File: src/rtl/spw_rx_pack_pkg.sv
// Shared definitions for the SpaceWire RX word packer.
// Holds the packer state encoding, SpaceWire control character codes, status word
// bit positions, the control-flag index of a 9-bit RX character and the character
// decode function.
package spw_rx_pack_pkg;

  typedef enum logic [2:0] {
    StFetch,
    StWait,
    StCapture,
    StEmitData,
    StEmitStatus
  } rx_state_e;

  localparam logic [7:0] SPW_EOP = 8'h00;
  localparam logic [7:0] SPW_EEP = 8'h01;

  localparam int unsigned StatEepBit = 31;
  localparam int unsigned StatSatBit = 30;
  localparam int unsigned StatBadBit = 29;

  localparam int unsigned FlagIdx = 8;

  typedef struct packed {
    logic is_data;
    logic is_eep;  // EEP, including any unknown control code
    logic is_bad;  // control code that is neither EOP nor EEP
  } char_dec_t;

  function automatic char_dec_t decode_char(input logic [8:0] ch);
    char_dec_t d;
    d.is_data = ~ch[FlagIdx];
    d.is_eep  = ch[FlagIdx] && (ch[7:0] != SPW_EOP);
    d.is_bad  = ch[FlagIdx] && (ch[7:0] != SPW_EOP) && (ch[7:0] != SPW_EEP);
    return d;
  endfunction

endpackage

File: src/rtl/spw_rx_word_packer.sv
// Pops 9-bit characters from the SpaceWire RX FIFO, packs data bytes little-endian
// into 32-bit words and closes each packet with a status word
// {EEP, saturated, bad control, zeros, byte count}.
// Ports:
//   clk, reset                 system clock, synchronous active-high reset
//   fifo_empty_rx, fifo_rd_en  RX FIFO empty flag and single-cycle pop request
//   fifo_data                  popped character, valid the cycle after fifo_rd_en
//   out_valid, out_ready       output stream handshake
//   out_data, out_bytes        word and its valid byte count (0 on a status word)
//   out_status, out_last       word is the packet status word
module spw_rx_word_packer
  import spw_rx_pack_pkg::*;
#(
  parameter int unsigned LEN_W = 16
) (
  input  logic        clk,
  input  logic        reset,
  input  logic        fifo_empty_rx,
  output logic        fifo_rd_en,
  input  logic [8:0]  fifo_data,
  output logic        out_valid,
  input  logic        out_ready,
  output logic [31:0] out_data,
  output logic [2:0]  out_bytes,
  output logic        out_status,
  output logic        out_last
);

  localparam logic [LEN_W-1:0] CountMax     = '1;
  localparam logic [LEN_W-1:0] CountNearMax = CountMax - LEN_W'(1);

  rx_state_e        state_q, state_d;
  logic [31:0]      lanes_q, lanes_d;
  logic [2:0]       lane_idx_q, lane_idx_d;
  logic [LEN_W-1:0] count_q, count_d;
  logic             sat_q, sat_d;
  logic             eep_q, eep_d;
  logic             bad_q, bad_d;
  logic             pend_q, pend_d;
  logic             rd_en_q, rd_en_d;
  logic             valid_q, valid_d;
  logic [31:0]      data_q, data_d;
  logic [2:0]       bytes_q, bytes_d;
  logic             status_q, status_d;
  char_dec_t        dec;

  function automatic logic [31:0] status_word(input logic eep, input logic sat,
                                              input logic bad, input logic [LEN_W-1:0] cnt);
    logic [31:0] w;
    w              = '0;
    w[LEN_W-1:0]   = cnt;
    w[StatEepBit]  = eep;
    w[StatSatBit]  = sat;
    w[StatBadBit]  = bad;
    return w;
  endfunction

  always_comb begin
    dec        = decode_char(fifo_data);
    state_d    = state_q;
    lanes_d    = lanes_q;
    lane_idx_d = lane_idx_q;
    count_d    = count_q;
    sat_d      = sat_q;
    eep_d      = eep_q;
    bad_d      = bad_q;
    pend_d     = pend_q;
    rd_en_d    = 1'b0;
    valid_d    = valid_q;
    data_d     = data_q;
    bytes_d    = bytes_q;
    status_d   = status_q;

    case (state_q)
      StFetch: begin
        if (!fifo_empty_rx) begin
          rd_en_d = 1'b1;
          state_d = StWait;
        end
      end
      StWait: state_d = StCapture;
      StCapture: begin
        if (dec.is_data) begin
          lanes_d[{lane_idx_q[1:0], 3'b000} +: 8] = fifo_data[7:0];
          lane_idx_d = lane_idx_q + 3'd1;
          // Count holds at all-ones; reaching it flags the length as untrustworthy.
          if (count_q >= CountNearMax) begin
            count_d = CountMax;
            sat_d   = 1'b1;
          end else begin
            count_d = count_q + LEN_W'(1);
          end
          if (lane_idx_q == 3'd3) begin
            state_d  = StEmitData;
            valid_d  = 1'b1;
            data_d   = lanes_d;
            bytes_d  = 3'd4;
            status_d = 1'b0;
          end else begin
            state_d = StFetch;
          end
        end else begin
          eep_d = dec.is_eep;
          bad_d = dec.is_bad;
          valid_d = 1'b1;
          if (lane_idx_q != 3'd0) begin
            // Flush the partial word first; status follows.
            pend_d   = 1'b1;
            state_d  = StEmitData;
            data_d   = lanes_q;
            bytes_d  = lane_idx_q;
            status_d = 1'b0;
          end else begin
            state_d  = StEmitStatus;
            data_d   = status_word(dec.is_eep, sat_q, dec.is_bad, count_q);
            bytes_d  = 3'd0;
            status_d = 1'b1;
          end
        end
      end
      StEmitData: begin
        if (out_ready) begin
          lanes_d    = '0;
          lane_idx_d = '0;
          if (pend_q) begin
            state_d  = StEmitStatus;
            valid_d  = 1'b1;
            data_d   = status_word(eep_q, sat_q, bad_q, count_q);
            bytes_d  = 3'd0;
            status_d = 1'b1;
          end else begin
            state_d  = StFetch;
            valid_d  = 1'b0;
            data_d   = '0;
            bytes_d  = 3'd0;
            status_d = 1'b0;
          end
        end
      end
      StEmitStatus: begin
        if (out_ready) begin
          count_d  = '0;
          sat_d    = 1'b0;
          eep_d    = 1'b0;
          bad_d    = 1'b0;
          pend_d   = 1'b0;
          state_d  = StFetch;
          valid_d  = 1'b0;
          data_d   = '0;
          bytes_d  = 3'd0;
          status_d = 1'b0;
        end
      end
      default: state_d = StFetch;
    endcase
  end

  always_ff @(posedge clk) begin
    if (reset) begin
      state_q    <= StFetch;
      lanes_q    <= '0;
      lane_idx_q <= '0;
      count_q    <= '0;
      sat_q      <= 1'b0;
      eep_q      <= 1'b0;
      bad_q      <= 1'b0;
      pend_q     <= 1'b0;
      rd_en_q    <= 1'b0;
      valid_q    <= 1'b0;
      data_q     <= '0;
      bytes_q    <= '0;
      status_q   <= 1'b0;
    end else begin
      state_q    <= state_d;
      lanes_q    <= lanes_d;
      lane_idx_q <= lane_idx_d;
      count_q    <= count_d;
      sat_q      <= sat_d;
      eep_q      <= eep_d;
      bad_q      <= bad_d;
      pend_q     <= pend_d;
      rd_en_q    <= rd_en_d;
      valid_q    <= valid_d;
      data_q     <= data_d;
      bytes_q    <= bytes_d;
      status_q   <= status_d;
    end
  end

  assign fifo_rd_en = rd_en_q;
  assign out_valid  = valid_q;
  assign out_data   = data_q;
  assign out_bytes  = bytes_q;
  assign out_status = status_q;
  assign out_last   = status_q;

endmodule

File: config.mk
export PLATFORM = sky130hd
export DESIGN_NAME = spw_rx_word_packer
export DESIGN_NICKNAME = d
export VERILOG_FILES = /design/src/rtl/spw_rx_pack_pkg.sv /design/src/rtl/spw_rx_word_packer.sv
export SDC_FILE = /design/constraint.sdc
export NUM_CORES = 1
export LEC_CHECK = 0
export ABC_AREA = 1
export BUFFER_PORTS_ARGS = -buffer_cell sky130_fd_sc_hd__buf_4
export CORE_MARGIN = 2
export CORE_UTILIZATION = 45
export CTS_BUF_LIST = sky130_fd_sc_hd__clkbuf_8 sky130_fd_sc_hd__clkbuf_16
export CTS_CLUSTER_SIZE = 12
export DETAILED_ROUTE_END_ITERATION = 10
export PLACE_DENSITY = 0.63
export SLEW_MARGIN = 25
export SYNTH_ARGS = -nofsm -noshare
export SYNTH_HDL_FRONTEND = slang
export SYNTH_SLANG_ARGS = --single-unit
File: constraint.sdc
create_clock -name clk -period 4.38 [get_ports clk]
set_input_delay 0.219 -clock clk [delete_from_list [all_inputs] [get_ports clk]]
set_output_delay 0.219 -clock clk [all_outputs]
set_load 0.01 [all_outputs]
==> metrics.md <==
| Metric | Value |
|---|---|
| First-pass GRT wire length | 24700 µm |
| Post-CTS Setup Bufs | 0 |
| Core Rows | 39 |
| Post-route cell area | 6040 µm² |
| Register area share after synthesis | 0.356 |
| Met2 Use GR | 0.383 |
| Setup ws final | 1.73 ns |
| Core area | 11600 µm² |
| Grt met1 use | 0.318 |
| Final wirelength | 14800 µm |
| GP Congestion | 0.886 |
| CP Max Fanout | 27 |
| Sw power | 590 µW |
| Clk_skew | between 0.006 and 0.007 ns |
| Max H-tree Level | 3 |
| Worst R2R Path Depth | 8 |
| CTS tree | built |
| Wire length per cell | 14.7 µm |
| Finished Core Util | 0.523 |
| Vias in the first global route | 4964 |
| Tightest Pin Transition | 1.04 ns |
| Slew Viols, Final | 0 |
| Largest net degree at the start of global routing | between 70 and 80 |
| Number of synthesized flops with an enable pin | 0 |
| Die height | 114 µm |
| Hold path start | fifo_empty_rx |
| Setup CP Type | reg2reg |
| Final setup viols | 0 |
| DP Worst Slack | 1.74 ns |
| VDD IR max | 0.211 mV |
| Post-synthesis net count | 856 |
| Final period util | 0.604 |
| Inserted Diodes | 0 |
| Die area | 12900 µm² |
| Hold Path End | fifo_rd_en |
| Post-synthesis register bit count | 96 |
| Min Tclk post-route | 2.65 ns |
| Gate power share | 0.145 |
| Cell Pwr Density | 344 nW/µm² |
| WHS Path Cells | 2 |
| CTS Buf Count | 9 |
| Drt via density | 5.34 |
| Overflow after GRT | 0 |
| Seq pwr share | 0.440 |
| Via count of the routed design | 5368 |
| Final net count | slightly below 900 |
| Die W | between 100 and 150 µm |
| Hold Fails Final Rpt | 0 |
| Max Buffers Root-to-Sink | 2 |
| Starting DRT DRC Count | 447 |
| Root Buffer | clkbuf_16 |
| Yosys cell types | 35 |
| Hold/Removal Path Class | in2reg |
| DR DRC count | 0 |
| Post-DP HPWL | 10100 µm |
| Warnings, synthesis | 0 |
| Clock group share of total power | 0.414 |
| Num ports | 52 |
| Starting Density | 0.467 |
| Hold Buf Count CTS | 0 |
| Max cap viols | 0 |
| Post-synthesis area per instance | ~6.5 µm² |
| RR Endpoint | sat_q |
| DR pass1 iterations | 7 |
| Reg2Reg Setup Slack | 1.73 ns |
| Critical Path RT | 4.61 ns |
| Maximum operating frequency | about 380 MHz |
| Clk slew on worst S/H paths | 0.07 ns |
| Clock Latency Late Sink | around 0.35 ns |
| Total GRT Usage | 0.238 |
| Commonest cells after routing, fill and taps aside | 327 x nand2_1, 96 x dfxtp_1, 76 x a21oi_1 |
| Synthesized area | 5400 µm² |
| Cell leakage power | 0.00260 µW |
| Initial antenna violation count | 0 |
| Unrepaired setup endpoints after global routing | false |
| Cells after synthesis | 835 |
| Commonest non-fill, non-tap cell in the layout | nand2_1 |
| Internal power | around 1500 µW |
| Worst rel slew slack | 0.308 |
| Post-cts gate resize count | 0 |
| Share of cells above drive strength 1 | 0.112 |
| Final setup TNS | 0 ns |
| Num Clock Sinks | 96 |
| Primary FF master, synth | dfxtp_1 |
| Critical path startpoint category | flip-flop |
| Area added between synthesis and finish | 12.0% |
| RR Startpoint | lane_idx_q[0] |
| Most used routing layer | met2 |
| GRT met3 Usage | 0.0584 |
| Outcome | completed |
| WP data arrival | 2.88 ns |
| Port bufs | 51 |
| Area after DPL | 5720 µm² |
| Switching fraction of total power | 0.284 |
| Asr flop ratio synth | 0 |
| Post-DRT Antenna Nets | 0 |
| Worst Setup End Kind | flip-flop |
state kept, by name, summed over array words and instances, names as in the netlist, 3 cells and up:
register	count
count_q	16
lane_idx_q	3
out_bytes	3
state_q	3
lanes_q	32
out_data	32
logic make-up after synthesis:
| kind of cell | synth area share |
|---|---|
| flip-flops | 0.356 |
| XOR/XNOR | 0.00811 |
| buffers and inverters | 0.103 |
| AND/OR/NAND/NOR | 0.375 |
| adder cells (fa/ha/maj) | 0.0185 |
| AO/OA/AOI/OAI | 0.140 |
power groups by stage:
stage	combinational, µW	sequential, µW	clock [µW]
floorplan	231	936	0
global placement	298	934	0
detailed placement	301	936	0
CTS	302	916	882
global route	336	919	919
finish	302	916	862
layer usage:
metal | part of all wire | up-vias | routed length (µm)
li1 | - | 2725 | -
met1 | 0.46 | 2446 | 6840
met2 | 0.46 | 180 | 6750
met3 | 0.065 | 17 | 961
met4 | 0.014 | 0 | 208
met5 | 0 | - | 0
worst max-delay path, stage by stage, from the launching register on:
cell	delay (ns)
dfxtp_1	0.59
inv_1	0.16
ha_1	0.34
inv_2	0.27
nor2_4	0.10
nor2_4	0.53
o21ai_0	0.20
o21ai_0	0.25
a21oi_1	0.07
final cells by class:
cell class	instances	area (µm²)
fillers	1159	5520
inverters	79	302
clock buffers	10	239
multi-input cells	619	2920
flip-flops and latches	96	1920
well taps	143	179
repair buffers	53	398
clock inverters	6	83.8
worst max path at each step:
stage                  startpoint      endpoint  slack [ns]  cells past startpoint
CTS                 lane_idx_q[0]  out_data[29]        1.73                      9
detailed placement  lane_idx_q[0]  out_data[29]        1.74                      9
global route        lane_idx_q[0]   out_data[5]        1.42                      8
finish              lane_idx_q[0]         sat_q        1.73                      8
global placement    lane_idx_q[0]   out_data[5]        1.87                      7
floorplan           lane_idx_q[0]  out_data[31]        2.43                     12
per-stage QoR:
step                      hold slack (ns)  power (µW)  std cells
after global placement              0.394        1230        990
after floorplan                     0.298        1170        835
final                              0.0362        2080       1006
after global routing               0.0325        2170       1006
after detailed placement            0.398        1240        990
after CTS                          0.0256        2100       1006
cells in the mapped netlist (2+ instances only):
cell type / count / area, µm²
ha_1: 8 / 100
clkbuf_1: 11 / 41.3
a22oi_1: 4 / 30.0
xor2_1: 4 / 35.0
a31oi_1: 5 / 31.3
nand2_4: 4 / 45.0
buf_6: 7 / 78.8
nand2_1: 327 / 1230
o211ai_1: 4 / 30.0
a21oi_4: 2 / 32.5
dfxtp_1: 96 / 1920
a21oi_1: 76 / 380
nand4_1: 18 / 113
nor3_1: 2 / 10.0
buf_4: 7 / 52.6
nand2_2: 2 / 12.5
nor2_2: 6 / 37.5
or2_0: 2 / 12.5
buf_2: 16 / 80.1
nor2_4: 3 / 33.8
o21ai_0: 41 / 205
nand3_1: 68 / 340
nand3b_1: 2 / 15.0
inv_1: 72 / 270
nand3_4: 2 / 35.0
inv_2: 6 / 22.5
nor2_1: 30 / 113
or2_1: 3 / 18.8
(Power assumes the default switching activity.)
